<file path="config.mk">
export PLATFORM = sky130hd
export DESIGN_NAME = risc_spm_run_ctrl
export DESIGN_NICKNAME = d
export VERILOG_FILES = /design/src/rtl/risc_spm_run_ctrl.sv
export SDC_FILE = /design/constraint.sdc
export NUM_CORES = 1
export LEC_CHECK = 0
export BUFFER_PORTS_ARGS = -buffer_cell sky130_fd_sc_hd__buf_4
export CAP_MARGIN = 20
export CORE_MARGIN = 10
export CORE_UTILIZATION = 56
export CTS_CLUSTER_DIAMETER = 60
export DETAILED_ROUTE_END_ITERATION = 8
export HOLD_SLACK_MARGIN = 0.08
export PLACE_DENSITY_LB_ADDON = 0.15
export SYNTH_ARGS = -nofsm -noshare
export SYNTH_HDL_FRONTEND = slang
export SYNTH_SLANG_ARGS = --single-unit
</file>
<file path="constraint.sdc">
create_clock -name clk -period 6.23 [get_ports clk]
set_clock_uncertainty 0.05 [all_clocks]
set_input_delay 0 -clock clk [delete_from_list [all_inputs] [get_ports clk]]
set_output_delay 0 -clock clk [all_outputs]
set_load 0.02 [all_outputs]
</file>
<file path="src/rtl/risc_spm_run_ctrl.sv">
// risc_spm_run_ctrl: Wishbone-controlled run controller for the RISC_SPM core.
// The core is held in reset while its 256x8 program memory is written through
// the loader port. Afterwards the controller sequences free-run, single-step,
// pause, abort and a cycle-limit timeout by gating the core's state advance.
module risc_spm_run_ctrl #(
    parameter logic [31:0] BASE_ADDRESS   = 32'h3000_0000,
    parameter logic [31:0] CTRL_ADDRESS   = BASE_ADDRESS,
    parameter logic [31:0] LOAD_ADDRESS   = BASE_ADDRESS + 32'd4,
    parameter logic [31:0] STATUS_ADDRESS = BASE_ADDRESS + 32'd8,
    parameter logic [31:0] LIMIT_ADDRESS  = BASE_ADDRESS + 32'd12
) (
    input  logic        clk,
    input  logic        reset,
    input  logic        i_wb_cyc,
    input  logic        i_wb_stb,
    input  logic        i_wb_we,
    input  logic [31:0] i_wb_addr,
    input  logic [31:0] i_wb_data,
    output logic        o_wb_ack,
    output logic        o_wb_stall,
    output logic [31:0] o_wb_data,
    input  logic        core_halted,
    output logic        core_rst_n,
    output logic        core_en,
    output logic        mem_we,
    output logic [7:0]  mem_addr,
    output logic [7:0]  mem_wdata
);

    typedef enum logic [2:0] {
        ST_IDLE  = 3'd0,
        ST_RUN   = 3'd1,
        ST_PAUSE = 3'd2,
        ST_STEP  = 3'd3,
        ST_DONE  = 3'd4
    } state_t;

    // Register index order used by the address decoder.
    localparam int REG_CTRL   = 0;
    localparam int REG_LOAD   = 1;
    localparam int REG_STATUS = 2;
    localparam int REG_LIMIT  = 3;

    localparam logic [3:0][31:0] REG_ADDR = {LIMIT_ADDRESS, STATUS_ADDRESS,
                                             LOAD_ADDRESS, CTRL_ADDRESS};

    // ------------------------------------------------------------------
    // State and registered outputs
    // ------------------------------------------------------------------
    state_t      state_reg;
    state_t      state_next;
    logic        core_rst_n_reg;
    logic        core_en_reg;
    logic [15:0] cycle_count_reg;
    logic [15:0] limit_reg;
    logic        halted_reg;
    logic        timeout_reg;
    logic        load_err_reg;
    logic        mem_we_reg;
    logic [7:0]  mem_addr_reg;
    logic [7:0]  mem_wdata_reg;
    logic        ack_reg;
    logic [31:0] rdata_reg;

    // ------------------------------------------------------------------
    // Bus decode
    // ------------------------------------------------------------------
    logic        wb_access;
    logic [3:0]  reg_hit;
    logic        ctrl_wr;
    logic        load_wr;
    logic        limit_wr;
    logic        cmd_abort;
    logic        cmd_stop;
    logic        cmd_step;
    logic        cmd_start;
    logic [31:0] status_word;
    logic [31:0] read_word;
    logic        unused_wb_data;

    // The bus never stalls, so every strobe inside a cycle is an access.
    assign o_wb_stall = 1'b0;
    assign wb_access  = i_wb_cyc & i_wb_stb & ~o_wb_stall;

    genvar gi;
    generate
        for (gi = 0; gi < 4; gi++) begin : g_decode
            assign reg_hit[gi] = (i_wb_addr == REG_ADDR[gi]);
        end
    endgenerate

    assign ctrl_wr  = wb_access & i_wb_we & reg_hit[REG_CTRL];
    assign load_wr  = wb_access & i_wb_we & reg_hit[REG_LOAD];
    assign limit_wr = wb_access & i_wb_we & reg_hit[REG_LIMIT];

    // Only the highest-priority set bit counts as the command; a lower bit
    // never takes effect when a higher one is present, even if the higher
    // command is a no-op in the current state.
    assign cmd_abort = ctrl_wr & i_wb_data[3];
    assign cmd_stop  = ctrl_wr & i_wb_data[2] & ~i_wb_data[3];
    assign cmd_step  = ctrl_wr & i_wb_data[1] & ~i_wb_data[2] & ~i_wb_data[3];
    assign cmd_start = ctrl_wr & i_wb_data[0] & ~i_wb_data[1] & ~i_wb_data[2]
                     & ~i_wb_data[3];

    // Upper write-data bits carry no meaning in any register.
    assign unused_wb_data = &{1'b0, i_wb_data[31:16]};

    assign status_word = {9'd0, state_reg, 1'b0, load_err_reg, timeout_reg,
                          halted_reg, cycle_count_reg};

    // Read mux: only STATUS and LIMIT return data; everything else reads 0.
    always_comb begin
        read_word = 32'd0;
        if (reg_hit[REG_STATUS]) begin
            read_word = status_word;
        end else if (reg_hit[REG_LIMIT]) begin
            read_word = {16'd0, limit_reg};
        end
    end

    // ------------------------------------------------------------------
    // Next-state logic
    // ------------------------------------------------------------------
    logic [16:0] count_plus1;
    logic        limit_hit;
    logic        set_halted;
    logic        set_timeout;
    logic        leave_idle;

    // Extra bit keeps a saturated counter from wrapping onto a limit of 0.
    assign count_plus1 = {1'b0, cycle_count_reg} + 17'd1;
    assign limit_hit   = (limit_reg != 16'd0) && (count_plus1 == {1'b0, limit_reg});

    // Sequencing rules: commands beat halt/limit in RUN, but a halt seen in
    // that same cycle is still recorded.
    always_comb begin
        state_next  = state_reg;
        set_halted  = 1'b0;
        set_timeout = 1'b0;
        case (state_reg)
            ST_IDLE: begin
                if (cmd_step) begin
                    state_next = ST_STEP;
                end else if (cmd_start) begin
                    state_next = ST_RUN;
                end
            end
            ST_RUN: begin
                set_halted = core_halted;
                if (cmd_abort) begin
                    state_next = ST_IDLE;
                end else if (cmd_stop) begin
                    state_next = ST_PAUSE;
                end else if (core_halted) begin
                    state_next = ST_DONE;
                end else if (limit_hit) begin
                    state_next  = ST_PAUSE;
                    set_timeout = 1'b1;
                end
            end
            ST_PAUSE: begin
                if (cmd_abort) begin
                    state_next = ST_IDLE;
                end else if (cmd_step) begin
                    state_next = ST_STEP;
                end else if (cmd_start) begin
                    state_next = ST_RUN;
                end
            end
            ST_STEP: begin
                set_halted = core_halted;
                if (cmd_abort) begin
                    state_next = ST_IDLE;
                end else if (core_halted) begin
                    state_next = ST_DONE;
                end else begin
                    state_next = ST_PAUSE;
                end
            end
            ST_DONE: begin
                if (cmd_abort) begin
                    state_next = ST_IDLE;
                end
            end
            default: state_next = ST_IDLE;
        endcase
    end

    assign leave_idle = (state_reg == ST_IDLE) && (state_next != ST_IDLE);

    // FSM state plus the core reset/enable, registered from the next state so
    // they always match the state the controller is in.
    always_ff @(posedge clk) begin
        if (reset) begin
            state_reg      <= ST_IDLE;
            core_rst_n_reg <= 1'b0;
            core_en_reg    <= 1'b0;
        end else begin
            state_reg      <= state_next;
            core_rst_n_reg <= (state_next != ST_IDLE);
            core_en_reg    <= (state_next == ST_RUN) || (state_next == ST_STEP);
        end
    end

    // Cycle counter and sticky flags; all cleared only when leaving IDLE so an
    // aborted run stays inspectable.
    always_ff @(posedge clk) begin
        if (reset) begin
            cycle_count_reg <= 16'd0;
            halted_reg      <= 1'b0;
            timeout_reg     <= 1'b0;
            load_err_reg    <= 1'b0;
        end else if (leave_idle) begin
            cycle_count_reg <= 16'd0;
            halted_reg      <= 1'b0;
            timeout_reg     <= 1'b0;
            load_err_reg    <= 1'b0;
        end else begin
            if (core_en_reg && (cycle_count_reg != 16'hFFFF)) begin
                cycle_count_reg <= cycle_count_reg + 16'd1;
            end
            if (set_halted) begin
                halted_reg <= 1'b1;
            end
            if (set_timeout) begin
                timeout_reg <= 1'b1;
            end
            if (load_wr && (state_reg != ST_IDLE)) begin
                load_err_reg <= 1'b1;
            end
        end
    end

    // Cycle limit register; a new value is compared from the next cycle on.
    always_ff @(posedge clk) begin
        if (reset) begin
            limit_reg <= 16'd0;
        end else if (limit_wr) begin
            limit_reg <= i_wb_data[15:0];
        end
    end

    // Program loader: a LOAD in IDLE produces one write strobe into core memory.
    always_ff @(posedge clk) begin
        if (reset) begin
            mem_we_reg    <= 1'b0;
            mem_addr_reg  <= 8'd0;
            mem_wdata_reg <= 8'd0;
        end else begin
            mem_we_reg <= load_wr && (state_reg == ST_IDLE);
            if (load_wr && (state_reg == ST_IDLE)) begin
                mem_addr_reg  <= i_wb_data[15:8];
                mem_wdata_reg <= i_wb_data[7:0];
            end
        end
    end

    // Bus response: ack mapped registers one cycle after the access and
    // register the read data on the same edge.
    always_ff @(posedge clk) begin
        if (reset) begin
            ack_reg   <= 1'b0;
            rdata_reg <= 32'd0;
        end else begin
            ack_reg <= wb_access && (reg_hit != 4'd0);
            if (wb_access && (reg_hit != 4'd0)) begin
                rdata_reg <= read_word;
            end
        end
    end

    assign o_wb_ack   = ack_reg;
    assign o_wb_data  = rdata_reg;
    assign core_rst_n = core_rst_n_reg;
    assign core_en    = core_en_reg;
    assign mem_we     = mem_we_reg;
    assign mem_addr   = mem_addr_reg;
    assign mem_wdata  = mem_wdata_reg;

endmodule
</file>
==> results.py, run 1 <==
metrics = {
    "worst_hold_path": {
        "hold_path_class": "input port to register",
        "holdCritStartpoint": "i_wb_addr[2]",
    },
    "floorplanning": {
        "die_area_sq_um": 11400,
        "die_h_um": 107,
        "placement_rows": 31,
        "start_util": 0.577,
        "floorplan.die.width_um": 107,
        "core_area_sq_um": 7290,
        "count_of_pins_on_the_block_boundary": 123,
    },
    "worst_setup_path": {
        "required_time_of_the_worst_setup_path_ns": 6.38,
        "worst_r2r_path_depth": 10,
        "startpoint_class_of_the_critical_path": "register",
        "cp_data_arrival_time_ns": 3.48,
        "crit_fanout": 20,
        "rr_endpoint": "cycle_count_reg[10]",
        "setup.reg_to_reg.worst_slack_ns": 2.90,
        "crit_path_max_incr_delay_ns": 0.53,
        "timing.critical_path.slowest_stage_cell": "dfxtp_1",
        "critical_path_endpoint": "cycle_count_reg[10]",
        "cp_num_buf_inv": 1,
        "cp_num_cells": 10,
        "crit_start": "cycle_count_reg[0]",
        "worst_path_dominant_cell_family": "simple AND/OR/NAND/NOR gates",
        "worst_r2r_startpoint": "cycle_count_reg[0]",
        "timing.critical_path.to_type": "register",
        "timing_worst_setup_path_type": "register to register",
        "critical_path.cell_chain": "ha_1, nand4_1, nor4_2, xnor2_1, o211ai_1, nor4_4, a211oi_1, o221ai_2, buf_4, a211oi_2",
    },
    "global_routing": {
        "pin_count_of_the_biggest_net_entering_global_routing": 81,
        "grt_first_pass_wirelength_um": 18300,
        "grt.overflow.total": 0,
        "track_usage": 0.194,
        "first_global_vias": 3616,
        "number_of_antenna_violations_at_the_first_check_in_global_routing": 0,
    },
    "final_layout": {
        "area.sequential_sq_um": 1600,
        "n_antenna_cell": 0,
        "fin_area_sq_um": 5260,
        "multiInputGateArea_sq_um": 2390,
        "filler_cell_count": 592,
        "nNetsFinal": 621,
        "layout_area_growth_over_synthesis_pct": 24.9,
        "layout-drive-gt1-share": 0.283,
        "largest_register_ff_count": 22,
    },
    "clock_tree": {
        "clock_tree_from_tritoncts": "built",
        "cts.clk_slew.worst_paths_ns": 0.08,
        "clk-insertion-delay-late_ns": 0.36,
        "cts_root_buf": "clkbuf_8",
        "postCtsResizedCells": 0,
        "clock_sink_count": 80,
        "clock_tree.htree_level_count": 3,
        "cts_buf_count": 9,
        "cts_max_path_buffers": 2,
    },
    "synth": {
        "compound_gate_fraction_of_synth_area": 0.158,
        "netlist-cell-type-count": 55,
        "post_synth_instance_area_sq_um": 4210,
        "post_synth_inst_count": 460,
        "synth-adder-area-share": 0.00297,
        "largest_family_of_logic_cells_by_synthesized_area": "simple AND/OR/NAND/NOR gates",
        "share_of_synthesized_area_spent_on_multiplexers": 0.123,
        "post_synth.cell_area_avg_sq_um": 9.15,
        "synth_commonest_cells": "dfxtp_1 (80), nor2_1 (75), mux2i_1 (35)",
        "synth_warnings": 0,
        "synth_top_flop_cell": "dfxtp_1",
        "ys_ff_latch": 80,
        "post-synth-top-area-fraction": 0.380,
        "synth_enable_flop_cells": 0,
        "share_of_synthesized_flip_flops_with_an_asynchronous_set_or_reset": 0,
        "synth-xor-area-share": 0.0666,
        "synth.most_common_cell": "dfxtp_1",
        "post-synth-top-area-cell": "dfxtp_1",
        "simple_gate_portion_of_the_synthesized_area": 0.206,
        "netlist_top_cells_area": "dfxtp_1 (38%), mux2i_1 (8.3%), nor2_1 (6.7%)",
        "proportion_of_synthesized_chip_area_in_sequential_cells": 0.380,
    },
    "sta": {
        "finalSetupTns_ns": 0,
        "layout_setup_ws_ns": 2.90,
        "final_period_minus_worst_setup_slack_ns": 3.33,
        "max_clock_freq_mhz": 300,
        "max_slew_margin_vs_limit": 0.287,
        "rsz_0062_raised_after_global_routing": "no",
        "slew_viol_final": 0,
        "worst_pin_slew_ns": 1.07,
        "hold_viol_final": 0,
        "report.final.setup_viol": 0,
        "layout_worst_path_cycle_share": 0.534,
    },
    "route": {
        "wl_per_cell_um": 17.2,
        "detail-route-antenna-nets": 0,
        "route.detailed.vias_per_inst": 5.66,
        "route.vias.total": 3702,
        "post-route-drc-count": 0,
        "number_of_violations_reported_at_the_end_of_detailed_routing_iteration_0": 210,
        "wl_um": 11300,
        "drt_pass1_iterations": 5,
    },
    "pwr": {
        "worst_ir_drop_vdd_mv": 0.208,
        "p_leak_uw": 0.00199,
        "power_dens_cells_nw_per_um2": 186,
    },
    "placed_design": {
        "placement_cell_area_sq_um": 4860,
        "place_congestion": 0.905,
        "hpwlAfterDp_um": 8170,
        "place_worst_setup_slack_ns": 3.00,
        "port-buffer-count": 95,
    },
    "run_status": {
        "run_status": "complete, no violations",
    },
    "run": {
        "count_of_max_cap_constraint_violations": 0,
    },
}
## tightest hold or removal path, delay by kind of cell
| kind | cells | cell delay [ns] |
|---|---|---|
| compound gates | 2 | 0.24 |
| buf+inv | 1 | 0.19 |
| simple gates | 1 | 0.07 |
## repair_timing
item,in CTS,in global routing
buffers inserted,0,0
hold buffers,18,0
hold endpoints to repair,38,0
## logic make-up after synthesis
group	after synthesis
flip-flops	80
multiplexers	50
adder cells (fa/ha/maj)	1
buffers and inverters	51
AND/OR/NAND/NOR	167
XOR/XNOR	32
other	1
AO/OA/AOI/OAI	78
## layer usage
metal | vias to the layer above | GRT usage | part of all wire
met5 | - | 0 | 0
met4 | 0 | 0.0658 | 0.017
met3 | 16 | 0.0611 | 0.072
met2 | 121 | 0.311 | 0.48
met1 | 1763 | 0.240 | 0.43
li1 | 1802 | - | -
## layout make-up
type,instances,share of cell area
flip-flops and latches,80,0.305
repair buffers,115,0.173
well taps,99,0.0236
clock inverters,6,0.0143
inverters,5,0.00357
multi-input cells,339,0.455
clock buffers,10,0.0262
## where the power goes
| group | internal [uW] | switching (uW) | total [uW] |
|---|---|---|---|
| Clock | 202 | 205 | 407 |
| Sequential | 511 | 0.0000000128 | 511 |
| Combinational | 31.9 | 29.1 | 61.0 |
## cell usage in the layout (no fill, tap or decap), types with 9 or more instances in the layout
master | Yosys | layout
a211oi_2 | 19 | 19
xor2_1 | 16 | 16
nor2_1 | 75 | 74
xnor2_1 | 16 | 16
mux2_2 | 15 | 15
nor3_1 | 10 | 9
conb_1 | 1 | 11
mux2i_1 | 35 | 35
nand3_1 | 11 | 11
clkbuf_8 | 0 | 10
nor4_1 | 13 | 13
dlygate4sd3_1 | 0 | 18
nand4_1 | 10 | 10
a22oi_1 | 22 | 22
dfxtp_1 | 80 | 80
nand2_1 | 16 | 16
buf_4 | 11 | 97
## how the worst min path moves through the flow
stage,to,slack [ns],cells after the start
6_report,o_wb_data[13],0.15,4
5_1_grt,o_wb_data[0],0.20,4
4_1_cts,o_wb_data[13],0.14,4
2_1_floorplan,limit_reg[7],0.09,2
3_3_place_gp,limit_reg[13],0.19,3
3_5_place_dp,limit_reg[5],0.20,3
## stage by stage
| step | instances | utilization | power, uW | hold slack (ns) |
|---|---|---|---|---|
| final | 654 | 0.721 | 979 | 0.150 |
| after global routing | 654 | 0.721 | 1010 | 0.198 |
| after CTS | 654 | 0.721 | 989 | 0.142 |
| after detailed placement | 620 | 0.667 | 574 | 0.202 |
| after floorplan | 470 | - | 548 | 0.0886 |
| after global placement | 620 | 0.667 | 573 | 0.193 |
(Power assumes the default switching activity.)
==> run 2: changes to the inputs <==
Settings changed: CORE_UTILIZATION 56 to 47.
Clock period 6.23 ns to 2.7 ns, I/O delays scaled along.
==> run 2 against run 1 <==
Register-to-register slack worse by 3.0 ns; non-clock buffer count increased by 55; largest cell class unchanged; sequential share of layout area fell by 3.0 points; core utilization fell by 4.1 points; critical endpoint is now cycle_count_reg[4]; critical path depth rose by 1; the flow now finishes with violations (setup timing); sequential power increased by 130%.
==> results.py, run 2 (synthesis gave the netlist of run 1 again) <==
metrics = {
    "floorplanning": {
        "count_of_pins_on_the_block_boundary": 123,
        "floorplan.die.width_um": 115,
        "placement_rows": 34,
        "core_area_sq_um": 8720,
        "die_area_sq_um": 13100,
        "die_h_um": 115,
        "start_util": 0.483,
    },
    "clock_tree": {
        "cts_max_path_buffers": 2,
        "clock_tree.htree_level_count": 3,
        "cts.clk_slew.worst_paths_ns": 0.10,
        "cts_buf_count": 9,
        "clock_tree_from_tritoncts": "built",
        "clock_sink_count": 80,
        "clk-insertion-delay-late_ns": 0.35,
        "cts_root_buf": "clkbuf_8",
    },
    "sta": {
        "max_slew_margin_vs_limit": 0.392,
        "layout_setup_ws_ns": -0.137,
        "report.final.setup_viol": 20,
        "finalSetupTns_ns": -1.49,
        "rsz_0062_raised_after_global_routing": "yes",
        "slew_viol_final": 0,
        "max_clock_freq_mhz": 353,
        "final_period_minus_worst_setup_slack_ns": 2.84,
        "hold_viol_final": 0,
        "layout_worst_path_cycle_share": 1.05,
        "worst_pin_slew_ns": 0.911,
    },
    "route": {
        "route.vias.total": 3903,
        "wl_per_cell_um": 18.1,
        "post-route-drc-count": 0,
        "wl_um": 13000,
        "drt_pass1_iterations": 4,
        "detail-route-antenna-nets": 0,
        "number_of_violations_reported_at_the_end_of_detailed_routing_iteration_0": 226,
        "route.detailed.vias_per_inst": 5.44,
    },
    "placed_design": {
        "port-buffer-count": 95,
        "place_worst_setup_slack_ns": -0.0473,
        "place_inst": 667,
        "place_congestion": 0.907,
        "hpwlAfterDp_um": 9030,
        "placement_cell_area_sq_um": 5190,
    },
    "global_routing": {
        "pin_count_of_the_biggest_net_entering_global_routing": 81,
        "grt_first_pass_wirelength_um": 20100,
        "busiest_layer": "met2",
        "number_of_antenna_violations_at_the_first_check_in_global_routing": 0,
        "track_usage": 0.186,
        "grtUsageMet2": 0.308,
        "global_route.usage.met3": 0.0383,
        "grt.overflow.total": 0,
        "first_global_vias": 3946,
        "groute.layer.met1.usage": 0.243,
    },
    "final_layout": {
        "largest_register_ff_count": 22,
        "nNetsFinal": 676,
        "n_antenna_cell": 0,
        "final_cell_count_without_fillers": 718,
        "layout-drive-gt1-share": 0.390,
        "layout_common_cells": "buf_4 (141), nor2_1 (74), dfxtp_1 (67), mux2i_1 (35), a22oi_1 (22)",
        "mostFrequentLayoutCell": "buf_4",
        "layout_area_growth_over_synthesis_pct": 40.8,
        "fin_area_sq_um": 5930,
        "filler_cell_count": 720,
    },
    "worst_setup_path": {
        "timing.critical_path.to_type": "register",
        "timing_worst_setup_path_type": "register to register",
        "rr_endpoint": "cycle_count_reg[4]",
        "required_time_of_the_worst_setup_path_ns": 2.91,
        "cp_data_arrival_time_ns": 3.05,
        "setup.reg_to_reg.worst_slack_ns": -0.14,
        "worst_r2r_path_depth": 11,
        "worst_r2r_startpoint": "cycle_count_reg[0]",
        "crit_fanout": 5,
        "crit_start": "cycle_count_reg[0]",
        "startpoint_class_of_the_critical_path": "register",
    },
    "pwr": {
        "sw_frac_of_total": 0.250,
        "p_seq_frac": 0.523,
        "switching_power_uw": 561,
        "report.power.total_uw": 2250,
        "p_leak_uw": 0.00235,
        "power_dens_cells_nw_per_um2": 379,
        "cell_internal_pwr_uw": 1690,
        "power_frac_comb": 0.063,
        "clkPwrFrac": 0.414,
        "worst_ir_drop_vdd_mv": 0.295,
    },
    "worst_hold_path": {
        "number_of_cells_on_the_worst_hold_path": 5,
        "holdCritStartpoint": "i_wb_stb",
        "hold_path_class": "input port to register",
        "whs_endpoint": "o_wb_data[16]",
    },
    "run_status": {
        "run_status": "complete, but fails checks",
        "violations": "setup timing",
    },
    "run": {
        "count_of_max_cap_constraint_violations": 0,
    },
}
run 2: power groups by stage:
stage	Combinational (uW)	Sequential (uW)	Clock (uW)
2_1_floorplan	58.7	1210	0
4_1_cts	140	1180	949
3_5_place_dp	119	1210	0
5_1_grt	152	1170	994
3_3_place_gp	117	1210	0
6_report	142	1170	930
run 2: area by class of cell:
class | instances | area [sq um] | area share
Clock inverter | 7 | 80.1 | 0.0135
Timing Repair Buffer | 170 | 1420 | 0.239
Tap cell | 108 | 135 | 0.0228
Sequential cell | 80 | 1630 | 0.275
Clock buffer | 9 | 124 | 0.0209
Inverter | 5 | 18.8 | 0.00317
Multi-Input combinational cell | 339 | 2530 | 0.426
run 2: per-layer routing:
| layer | routed length, um | vias up | share of wire |
|---|---|---|---|
| li1 | - | 1920 | - |
| met1 | 5740 | 1848 | 0.44 |
| met2 | 6390 | 123 | 0.49 |
| met3 | 754 | 12 | 0.058 |
| met4 | 76 | 0 | 0.0059 |
| met5 | 0 | - | 0 |
run 2: worst max path at each step:
stage	to
2_1_floorplan	load_err_reg
3_3_place_gp	cycle_count_reg[11]
3_5_place_dp	cycle_count_reg[13]
4_1_cts	cycle_count_reg[12]
5_1_grt	cycle_count_reg[4]
6_report	cycle_count_reg[4]
run 2: what timing repair did:
item,in CTS,in global routing
endpoints found under the setup margin,20,21
hold buffers,18,0
setup buffers,0,14
gates resized for setup,6,39
gates cloned,0,3
pin swaps,1,23
endpoints found under the hold margin,38,0
run 2: critical path, stage by stage, from the launching register on:
cell       delay (ns)
dfxtp_2          0.38
buf_6            0.12
nand4_1          0.19
nor4_4           0.23
mux2i_1          0.14
a311o_1          0.37
nor4_4           0.37
o41a_2           0.23
o221ai_4         0.11
buf_12           0.18
clkbuf_16        0.16
a211oi_2         0.22
run 2: stage by stage:
stage	hold WS [ns]	util
final	0.150	0.680
after global routing	0.209	0.680
after CTS	0.135	0.642
after floorplan	0.0886	-
after detailed placement	0.200	0.595
after global placement	0.193	0.595
